--- src/rtl/cosmac_mem_arbiter.sv ---
// CDP1802 bus-cycle sequencer: arbitrates the single-port internal RAM between the CPU bus and a host port.
// Optional feature macro: COSMEM_WAIT_EN (drives CPU /WAIT while a CPU read is held off by host traffic).
module cosmac_mem_arbiter #(
  parameter int unsigned ADDR_W = 8,
  parameter logic [15:0] BASE   = 16'h0000
) (
  input  logic              clk,
  input  logic              reset,
  input  logic              tpa,
  input  logic              tpb,
  input  logic              nmrd,
  input  logic              nmwr,
  input  logic [7:0]        ma,
  input  logic [7:0]        db_in,
  output logic [7:0]        db_out,
  output logic              db_oe,
  output logic              nwait,
  output logic [ADDR_W-1:0] mem_addr,
  output logic [7:0]        mem_wdata,
  output logic              mem_we,
  output logic              mem_re,
  input  logic [7:0]        mem_rdata,
  input  logic              host_req,
  input  logic              host_we,
  input  logic [ADDR_W-1:0] host_addr,
  input  logic [7:0]        host_wdata,
  output logic              host_ack,
  output logic [7:0]        host_rdata
);

  typedef enum logic [2:0] {
    IDLE        = 3'd0,
    CPU_RD      = 3'd1,
    CPU_RD_HOLD = 3'd2,
    CPU_WR_WAIT = 3'd3,
    CPU_WR      = 3'd4,
    HOST_ACC    = 3'd5,
    HOST_DONE   = 3'd6
  } state_t;

  // Strobe bit order {nmwr, nmrd, tpb, tpa}; reset to bus-idle levels so no false edge follows reset.
  localparam logic [3:0] STROBE_IDLE = 4'b1100;

  state_t      state_r;
  logic [3:0]  meta_r;
  logic [3:0]  sync_r;
  logic [3:0]  prev_r;
  logic [7:0]  addr_hi_r;
  logic [7:0]  addr_lo_r;
  logic        rd_pend_r;
  logic        wr_pend_r;
  logic        acc_we_r;

  logic        tpa_fall_s;
  logic        tpb_rise_s;
  logic        mrd_fall_s;
  logic        mwr_fall_s;
  logic        nmrd_s;
  logic        nmwr_s;
  logic [7:0]  addr_lo_s;
  logic [15:0] addr_s;
  logic        hit_s;
  logic        rd_evt_s;
  logic        wr_evt_s;
  logic        rd_go_s;
  logic        wr_go_s;
  logic        host_busy_s;

  assign tpa_fall_s  = prev_r[0] & ~sync_r[0];
  assign tpb_rise_s  = ~prev_r[1] & sync_r[1];
  assign mrd_fall_s  = prev_r[2] & ~sync_r[2];
  assign mwr_fall_s  = prev_r[3] & ~sync_r[3];
  assign nmrd_s      = sync_r[2];
  assign nmwr_s      = sync_r[3];

  // The low byte is taken straight from MA on the strobe edge so hit and RAM address are valid that same clock.
  assign addr_lo_s   = (mrd_fall_s | mwr_fall_s) ? ma : addr_lo_r;
  assign addr_s      = {addr_hi_r, addr_lo_s};
  assign hit_s       = (addr_s[15:ADDR_W] == BASE[15:ADDR_W]);

  // Simultaneous /MRD and /MWR falls resolve to a read.
  assign rd_evt_s    = mrd_fall_s & hit_s;
  assign wr_evt_s    = mwr_fall_s & ~mrd_fall_s & hit_s;
  assign rd_go_s     = rd_evt_s | rd_pend_r;
  assign wr_go_s     = ~rd_go_s & (wr_evt_s | wr_pend_r);
  assign host_busy_s = (state_r == HOST_ACC) || (state_r == HOST_DONE);

`ifdef COSMEM_WAIT_EN
  logic host_req_prev_r;
  logic rd_open_s;

  // A CPU read is open while it is pending or in flight but its data is not yet on the bus.
  assign rd_open_s = rd_pend_r || (state_r == CPU_RD) || ((state_r == CPU_RD_HOLD) && !db_oe);
`endif

  // Two-flop synchroniser for the CPU strobes plus one delay stage for edge detection
  always_ff @(posedge clk) begin
    if (reset) begin
      meta_r <= STROBE_IDLE;
      sync_r <= STROBE_IDLE;
      prev_r <= STROBE_IDLE;
    end else begin
      meta_r <= {nmwr, nmrd, tpb, tpa};
      sync_r <= meta_r;
      prev_r <= sync_r;
    end
  end

  // Address capture, pending CPU edges and the bus-cycle sequencer with registered outputs
  always_ff @(posedge clk) begin
    if (reset) begin
      state_r    <= IDLE;
      addr_hi_r  <= 8'h00;
      addr_lo_r  <= 8'h00;
      rd_pend_r  <= 1'b0;
      wr_pend_r  <= 1'b0;
      acc_we_r   <= 1'b0;
      db_out     <= 8'h00;
      db_oe      <= 1'b0;
      nwait      <= 1'b1;
      mem_addr   <= '0;
      mem_wdata  <= 8'h00;
      mem_we     <= 1'b0;
      mem_re     <= 1'b0;
      host_ack   <= 1'b0;
      host_rdata <= 8'h00;
`ifdef COSMEM_WAIT_EN
      host_req_prev_r <= 1'b0;
`endif
    end else begin
      mem_re   <= 1'b0;
      mem_we   <= 1'b0;
      host_ack <= 1'b0;

      if (tpa_fall_s) begin
        addr_hi_r <= ma;
      end
      if (mrd_fall_s || mwr_fall_s) begin
        addr_lo_r <= ma;
      end

`ifdef COSMEM_WAIT_EN
      host_req_prev_r <= host_req;
      if (host_req && !host_req_prev_r && !nmrd_s && !prev_r[2] && rd_open_s) begin
        nwait <= 1'b0;
      end else if (nmrd_s) begin
        nwait <= 1'b1;
      end
`else
      nwait <= 1'b1;
`endif

      // CPU edges arriving while the host owns the RAM are remembered and serviced first from IDLE.
      if (host_busy_s) begin
        if (rd_evt_s) begin
          rd_pend_r <= 1'b1;
`ifdef COSMEM_WAIT_EN
          nwait     <= 1'b0;
`endif
        end else if (wr_evt_s) begin
          wr_pend_r <= 1'b1;
        end
      end

      case (state_r)
        IDLE: begin
          if (rd_go_s) begin
            state_r   <= CPU_RD;
            mem_re    <= 1'b1;
            mem_addr  <= addr_s[ADDR_W-1:0];
            rd_pend_r <= 1'b0;
          end else if (wr_go_s) begin
            state_r   <= CPU_WR_WAIT;
            mem_addr  <= addr_s[ADDR_W-1:0];
            wr_pend_r <= 1'b0;
          end else if (host_req) begin
            state_r   <= HOST_ACC;
            mem_addr  <= host_addr;
            mem_wdata <= host_wdata;
            mem_we    <= host_we;
            mem_re    <= ~host_we;
            acc_we_r  <= host_we;
          end
        end
        CPU_RD: begin
          state_r <= CPU_RD_HOLD;
        end
        CPU_RD_HOLD: begin
          // Level test also covers a /MRD that already rose while the RAM read was in flight.
          if (nmrd_s) begin
            db_oe   <= 1'b0;
            state_r <= IDLE;
          end else if (!db_oe) begin
            db_out <= mem_rdata;
            db_oe  <= 1'b1;
`ifdef COSMEM_WAIT_EN
            nwait  <= 1'b1;
`endif
          end
        end
        CPU_WR_WAIT: begin
          if (tpb_rise_s) begin
            mem_wdata <= db_in;
            state_r   <= CPU_WR;
          end else if (nmwr_s) begin
            state_r <= IDLE;
          end
        end
        CPU_WR: begin
          mem_we  <= 1'b1;
          state_r <= IDLE;
        end
        HOST_ACC: begin
          state_r <= HOST_DONE;
        end
        HOST_DONE: begin
          host_ack <= 1'b1;
          if (!acc_we_r) begin
            host_rdata <= mem_rdata;
          end
          state_r <= IDLE;
        end
        default: begin
          state_r <= IDLE;
        end
      endcase
    end
  end

endmodule
--- config.mk ---
export PLATFORM = sky130hd
export DESIGN_NAME = cosmac_mem_arbiter
export DESIGN_NICKNAME = d
export VERILOG_FILES = /design/src/rtl/cosmac_mem_arbiter.sv
export SDC_FILE = /design/constraint.sdc
export NUM_CORES = 1
export LEC_CHECK = 0
export CAP_MARGIN = 30
export CORE_ASPECT_RATIO = 0.9
export CORE_UTILIZATION = 45
export CTS_BUF_LIST = sky130_fd_sc_hd__clkbuf_4 sky130_fd_sc_hd__clkbuf_8
export DETAILED_ROUTE_END_ITERATION = 8
export PLACE_DENSITY = 0.85
export SLEW_MARGIN = 5
export SYNTH_ARGS = -nofsm -noshare
export SYNTH_HDL_FRONTEND = slang
export SYNTH_SLANG_ARGS = --single-unit
--- constraint.sdc ---
create_clock -name clk -period 1.9 [get_ports clk]
set_input_delay 0.38 -clock clk [delete_from_list [all_inputs] [get_ports clk]]
set_output_delay 0.38 -clock clk [all_outputs]
set_load 0.05 [all_outputs]
# Yosys cells after proc, flatten, opt, wreduce, memory -nomap -nowiden

Index checks and enable logic that the tools add are counted.

Eq/ne operators: 13
Multiplexer cells: 35
Bitwise gates (word level): 22
Reduce and logical (&&, ||, !) cells: 13

Operator list:

| cell                                                 | number |
|---|---|
| 2-to-1 mux 8 bit                                     | 8 |
| 2-to-1 mux 1 bit                                     | 18 |
| 2-to-1 mux 3 bit                                     | 6 |
| case mux 8 bit (2 select lines)                      | 1 |
| case mux 3 bit (5 select lines)                      | 1 |
| inverter 1 bit                                       | 11 |
| != test 2 bit (second input constant)                | 5 |
| equality test 3 bit (second input constant)          | 3 |
| bitwise AND 1 bit                                    | 8 |
| logical NOT 8 bit                                    | 1 |
| equality test 3 x 2 -> 1 bit (second input constant) | 2 |
| AND reduction 3 bit                                  | 2 |
| AND reduction 5 bit                                  | 1 |
| != test 4 bit (second input constant)                | 1 |
| AND reduction 2 bit                                  | 2 |
| AND reduction 4 bit                                  | 1 |
| equality test 3 x 1 -> 1 bit (second input constant) | 1 |
| logical NOT 3 bit                                    | 1 |
| != test 3 bit (second input constant)                | 1 |
| OR 1 bit                                             | 3 |
| nonzero test 3 bit                                   | 1 |
| logical OR 1 bit                                     | 2 |
| case mux 1 bit (2 select lines)                      | 1 |
| nonzero test 2 bit                                   | 1 |
| OR reduction 2 bit                                   | 1 |

Register bits: 70
Input bits: 48
Output and inout port bits: 37
Word-level logic and storage cells: 100

# Longest topological paths before layout

Word-level depth: 11
Depth in mapped cells: 6
Depth with buffers taken out: 4

# Least setup slack after synthesis

Ideal clock, no wire load.

Path kind: reg2reg
Start: reg addr_hi_r[4]
End: reg mem_wdata[0]
Setup time: 121 ps
Data arrival time: 1699 ps
Required time: 1779 ps
Setup slack: 80 ps
Cell stages (with the launch flop): 5
Buffers on the path: 0
Clock period less this slack: 1820 ps
Cell sequence: dfxtp_1 nor4_1 o211ai_1 a22oi_4 mux2_2

Word-level cells in the longest chain between the ends: 7
Elaborated cells on any way between the ends: 10
Classes of those cells: 2 x eq/ne; 6 x bitwise; 2 x reduce/logical

RTL lines:

| item                              | line | source |
|---|---|---|
| start: declaration                | 48   | `logic [7:0] addr_hi_r;` |
| start signal: assignment          | 136  | `addr_hi_r <= ma;` |
| logical NOT 8 bit (*)             | 79   | `assign hit_s = (addr_s[15:ADDR_W] == BASE[15:ADDR_W]);` |
| bitwise AND 1 bit                 | 82   | `assign rd_evt_s = mrd_fall_s & hit_s;` |
| OR 1 bit                          | 84   | `assign rd_go_s = rd_evt_s \| rd_pend_r;` |
| inverter 1 bit (no line)          | --   |  |
| bitwise AND 1 bit                 | 85   | `assign wr_go_s = ~rd_go_s & (wr_evt_s \| wr_pend_r);` |
| != test 2 bit (no line)           | --   |  |
| AND reduction 5 bit (no line) (*) | --   |  |
| end signal: assignment            | 179  | `mem_wdata <= host_wdata;` |
| end signal: assignment            | 203  | `mem_wdata <= db_in;` |
| end: declaration                  | 19   | `output logic [7:0] mem_wdata,` |

Every way passes the cells marked *; elsewhere a longest branch is shown, timed or not.
A chain may end at the register's enable or synchronous reset.

# Final worst setup path

Start: reg addr_hi_r[7]
End: reg mem_addr[3]

Word-level cells in the longest chain between the ends: 7
Elaborated cells on any way between the ends: 11
Classes of those cells: 2 x mux; 6 x bitwise; 3 x reduce/logical

RTL lines:

| item                                                                     | line | source |
|---|---|---|
| logical NOT 8 bit (*)                                                    | 79   |  |
| bitwise AND 1 bit                                                        | 82   |  |
| OR 1 bit                                                                 | 84   |  |
| inverter 1 bit (no line)                                                 | --   |  |
| bitwise AND 1 bit                                                        | 85   |  |
| nonzero test 3 bit (no line) / 2-to-1 mux 8 bit (equally long branches)  | --   |  |
| AND reduction 2 bit (no line) / 2-to-1 mux 8 bit (equally long branches) | --   |  |
| end signal: assignment                                                   | 170  | `mem_addr <= addr_s[ADDR_W-1:0];` |
| end signal: assignment                                                   | 174  | `mem_addr <= addr_s[ADDR_W-1:0];` |
| end signal: assignment                                                   | 178  | `mem_addr <= host_addr;` |
| end: declaration                                                         | 18   | `output logic [ADDR_W-1:0] mem_addr,` |

Marks and branches as above.

==> results by group <==
Status
  – Run status: finished, final reports clean

Pwr
  – Peak VDD IR: 0.458 mV
  – Power after layout: 0.00366 W
  – Total leakage power: 2.12 nW
  – Pwr dens: 835 nW/um2

Cells and area
  – ANT cells: 0
  – Share of layout cells above drive strength 1: 0.195
  – Nets: 463
  – Synth-to-layout area growth: 43.3%
  – Finished Cell Area: 4390 um2

Worst setup path
  – Crit path max fanout: 6
  – Reg-to-Reg Start: addr_hi_r[7]$_SDFFE_PP0P_
  – Crit Path Class: register to register
  – RR Endpoint: mem_addr[3]$_SDFFE_PP0P_
  – Required time worst endpoint: 2150 ps
  – Worst R2R Setup Slack: 10 ps
  – Reg2reg path depth: 5
  – CP arrival: 2140 ps
  – CP endpoint kind: register
  – Setup crit start kind: register

Drt
  – 1st-iter DRT viols: 118
  – Drt pass-1 iters: 5
  – ANT nets after route: 0
  – Via-to-Cell Ratio: 5.17
  – Drt total wl: 7440 um
  – Drc violations: 0
  – Routed len/inst: 14.6 um
  – Vias after detailed routing: 2636

Yosys
  – Synth top area cells: dfxtp_1 46%, mux2i_1 13%, mux2_2 5.9%
  – FF+latch count, synth: 70
  – Most frequent cell after synthesis: dfxtp_1
  – Post-synth ARST share: 0
  – Post-synthesis sequential area ratio: 0.458
  – Synth Warn #: 0
  – Area share of the largest cell type after synthesis: 0.458
  – Post-synth EDFFs: 0
  – Ys flop type: dfxtp_1
  – Post-Syn Nets: 362
  – Area leader, netlist: dfxtp_1
  – Synthesized area: 3060 um2
  – Cells after synthesis: 314
  – Commonest cells in the netlist: 70 x dfxtp_1, 40 x mux2i_1, 37 x nor2_1
  – Netlist cell types: 45
  – Synth Area per Inst: 9.75 um2

Min path
  – Worst Hold Class: register to register
  – Hold depth: 1
  – WHS Endpoint: sync_r[2]$_SDFF_PP1_
  – Hold wc startpoint: meta_r[2]$_SDFF_PP1_

Clocking
  – Num CTS Buffers: 9
  – H-tree Lvls: 3
  – CTS tree: yes
  – Clk slew on worst S/H paths: 80 ps
  – CTS Buffer Depth: 2
  – Latest clock arrival within the worst-skew pair: 350 ps
  – CTS sink cnt: 70
  – Root Driver: clkbuf_8

Floorplan
  – Initial Utilization: 0.465
  – Height of the die: 80.3 um
  – Site row count: 28
  – Core ar.: 6590 um2
  – Die area: 7140 um2
  – Num ports: 85
  – Die X: 88.9 um

Timing
  – Max-slew headroom: 0.609
  – Fin crit share: 0.993
  – Final Hold Fails: 0
  – RSZ-0062 raised after global routing: yes
  – TNS Setup: 0 ps
  – Clock Skews: 6.75 ps
  – Endpoints failing setup: 0
  – Slew Viols, Final: 0
  – Peak Freq: 0.530 GHz
  – Worst slew pin tran: 587 ps
  – Hold WS: 412 ps
  – Minimum clock period: 1890 ps

Global routing
  – Gr ovfl total: 0
  – First-pass GRT wire length: 12200 um
  – Vias in the first global route: 2729
  – Antenna violations before repair: 0
  – Largest net degree at the start of global routing: 35
  – All-layer global routing usage: 0.224

Placed design
  – Area after DPL: 4090 um2
  – Hpwl dp: 5340 um
  – Port bufs: 83
  – Gp weighted congestion: 0.842

Job
  – Maxcap violations: 0
cell families after synthesis:
family	share of synthesized area
xor+xnor	0.00286
other cells	0.00122
mux	0.190
compound gates	0.122
flops	0.458
buf+inv	0.0294
simple gates	0.197
what timing repair did:
item / 4_1_cts / 5_1_grt
hold buffers: 0 / 0
buffers inserted: 0 / 2
pin swaps: 4 / 10
resized for setup: 3 / 25
setup endpoints to repair: 4 / 40
through the flow:
step | setup slack, ps | std cells | util
finish | 14.2 | 510 | 0.666
global route | -51.3 | 510 | 0.666
CTS | 3.12 | 508 | 0.651
detailed placement | -16.1 | 492 | 0.621
global placement | 83.5 | 492 | 0.621
floorplan | 79.9 | 314 | -
state kept, by name (all words and copies together), names as in the netlist:
signal / flops
wr_pend_r: 1
mem_addr: 8
meta_r: 4
host_ack: 1
addr_hi_r: 8
prev_r: 4
mem_re: 1
db_oe: 1
db_out: 8
rd_pend_r: 1
mem_we: 1
acc_we_r: 1
sync_r: 4
mem_wdata: 8
state_r: 3
host_rdata: 8
addr_lo_r: 8
per-layer routing:
| layer | wire (um) | track usage |
|---|---|---|
| met2 | 3690 | 0.403 |
| met4 | 83 | 0.0698 |
| met3 | 381 | 0.0689 |
| met1 | 3290 | 0.252 |
| met5 | 0 | 0 |
final cells by class:
class	count	area (um2)
Multi-Input combinational cell	223	1590
Timing Repair Buffer	109	1070
Sequential cell	70	1400
Fill cell	554	2200
Tap cell	90	113
Clock inverter	5	58.8
Clock buffer	11	145
Inverter	2	7.51
placed cells by master (no fill, tap or decap), types with 2 or more instances in the layout:
master / n
dfxtp_1: 69
clkdlybuf4s50_1: 54
mux2i_1: 40
nor2_1: 37
buf_4: 29
nand2_1: 25
dlymetal6s2s_1: 21
nor2b_1: 17
mux2_2: 16
a21oi_1: 14
clkbuf_8: 10
nor3_1: 8
a21boi_0: 8
a311oi_1: 7
or2_2: 6
nand2b_1: 5
nor4_1: 3
a31oi_1: 3
dlygate4sd2_1: 3
nand3b_1: 2
inv_1: 2
nor3b_1: 2
a41oi_1: 2
or4_4: 2
a211oi_1: 2
clkinvlp_4: 2
where the power goes:
group | internal (W) | switching, W | leakage (nW)
Combinational | 0.000375 | 0.000466 | 1.45
Sequential | 0.00155 | 0.0000483 | 0.572
Clock | 0.000656 | 0.000566 | 0.0990
Total | 0.00258 | 0.00108 | 2.12
how the worst max path moves through the flow:
stage / from / to / slack (ps) / cells past startpoint
after floorplan: addr_hi_r[4]$_SDFFE_PP0P_ / mem_wdata[0]$_SDFFE_PP0P_ / 80 / 4
final: addr_hi_r[7]$_SDFFE_PP0P_ / mem_addr[3]$_SDFFE_PP0P_ / 10 / 5
after CTS: mem_wdata[3]$_SDFFE_PP0P_ / mem_wdata[3] / 3 / 1
after global placement: host_req / mem_wdata[6]$_SDFFE_PP0P_ / 80 / 4
after detailed placement: addr_hi_r[4]$_SDFFE_PP0P_ / mem_addr[3]$_SDFFE_PP0P_ / -20 / 5
after global routing: addr_hi_r[7]$_SDFFE_PP0P_ / mem_addr[0]$_SDFFE_PP0P_ / -50 / 5
worst max-delay path: stages, from the launching register on:
cell and delay, ps:
dfxtp_2 330, or4_4 570, a2111oi_4 400, buf_4 210
nor3_1 50, a311oi_1 230
(Power assumes the default switching activity.)
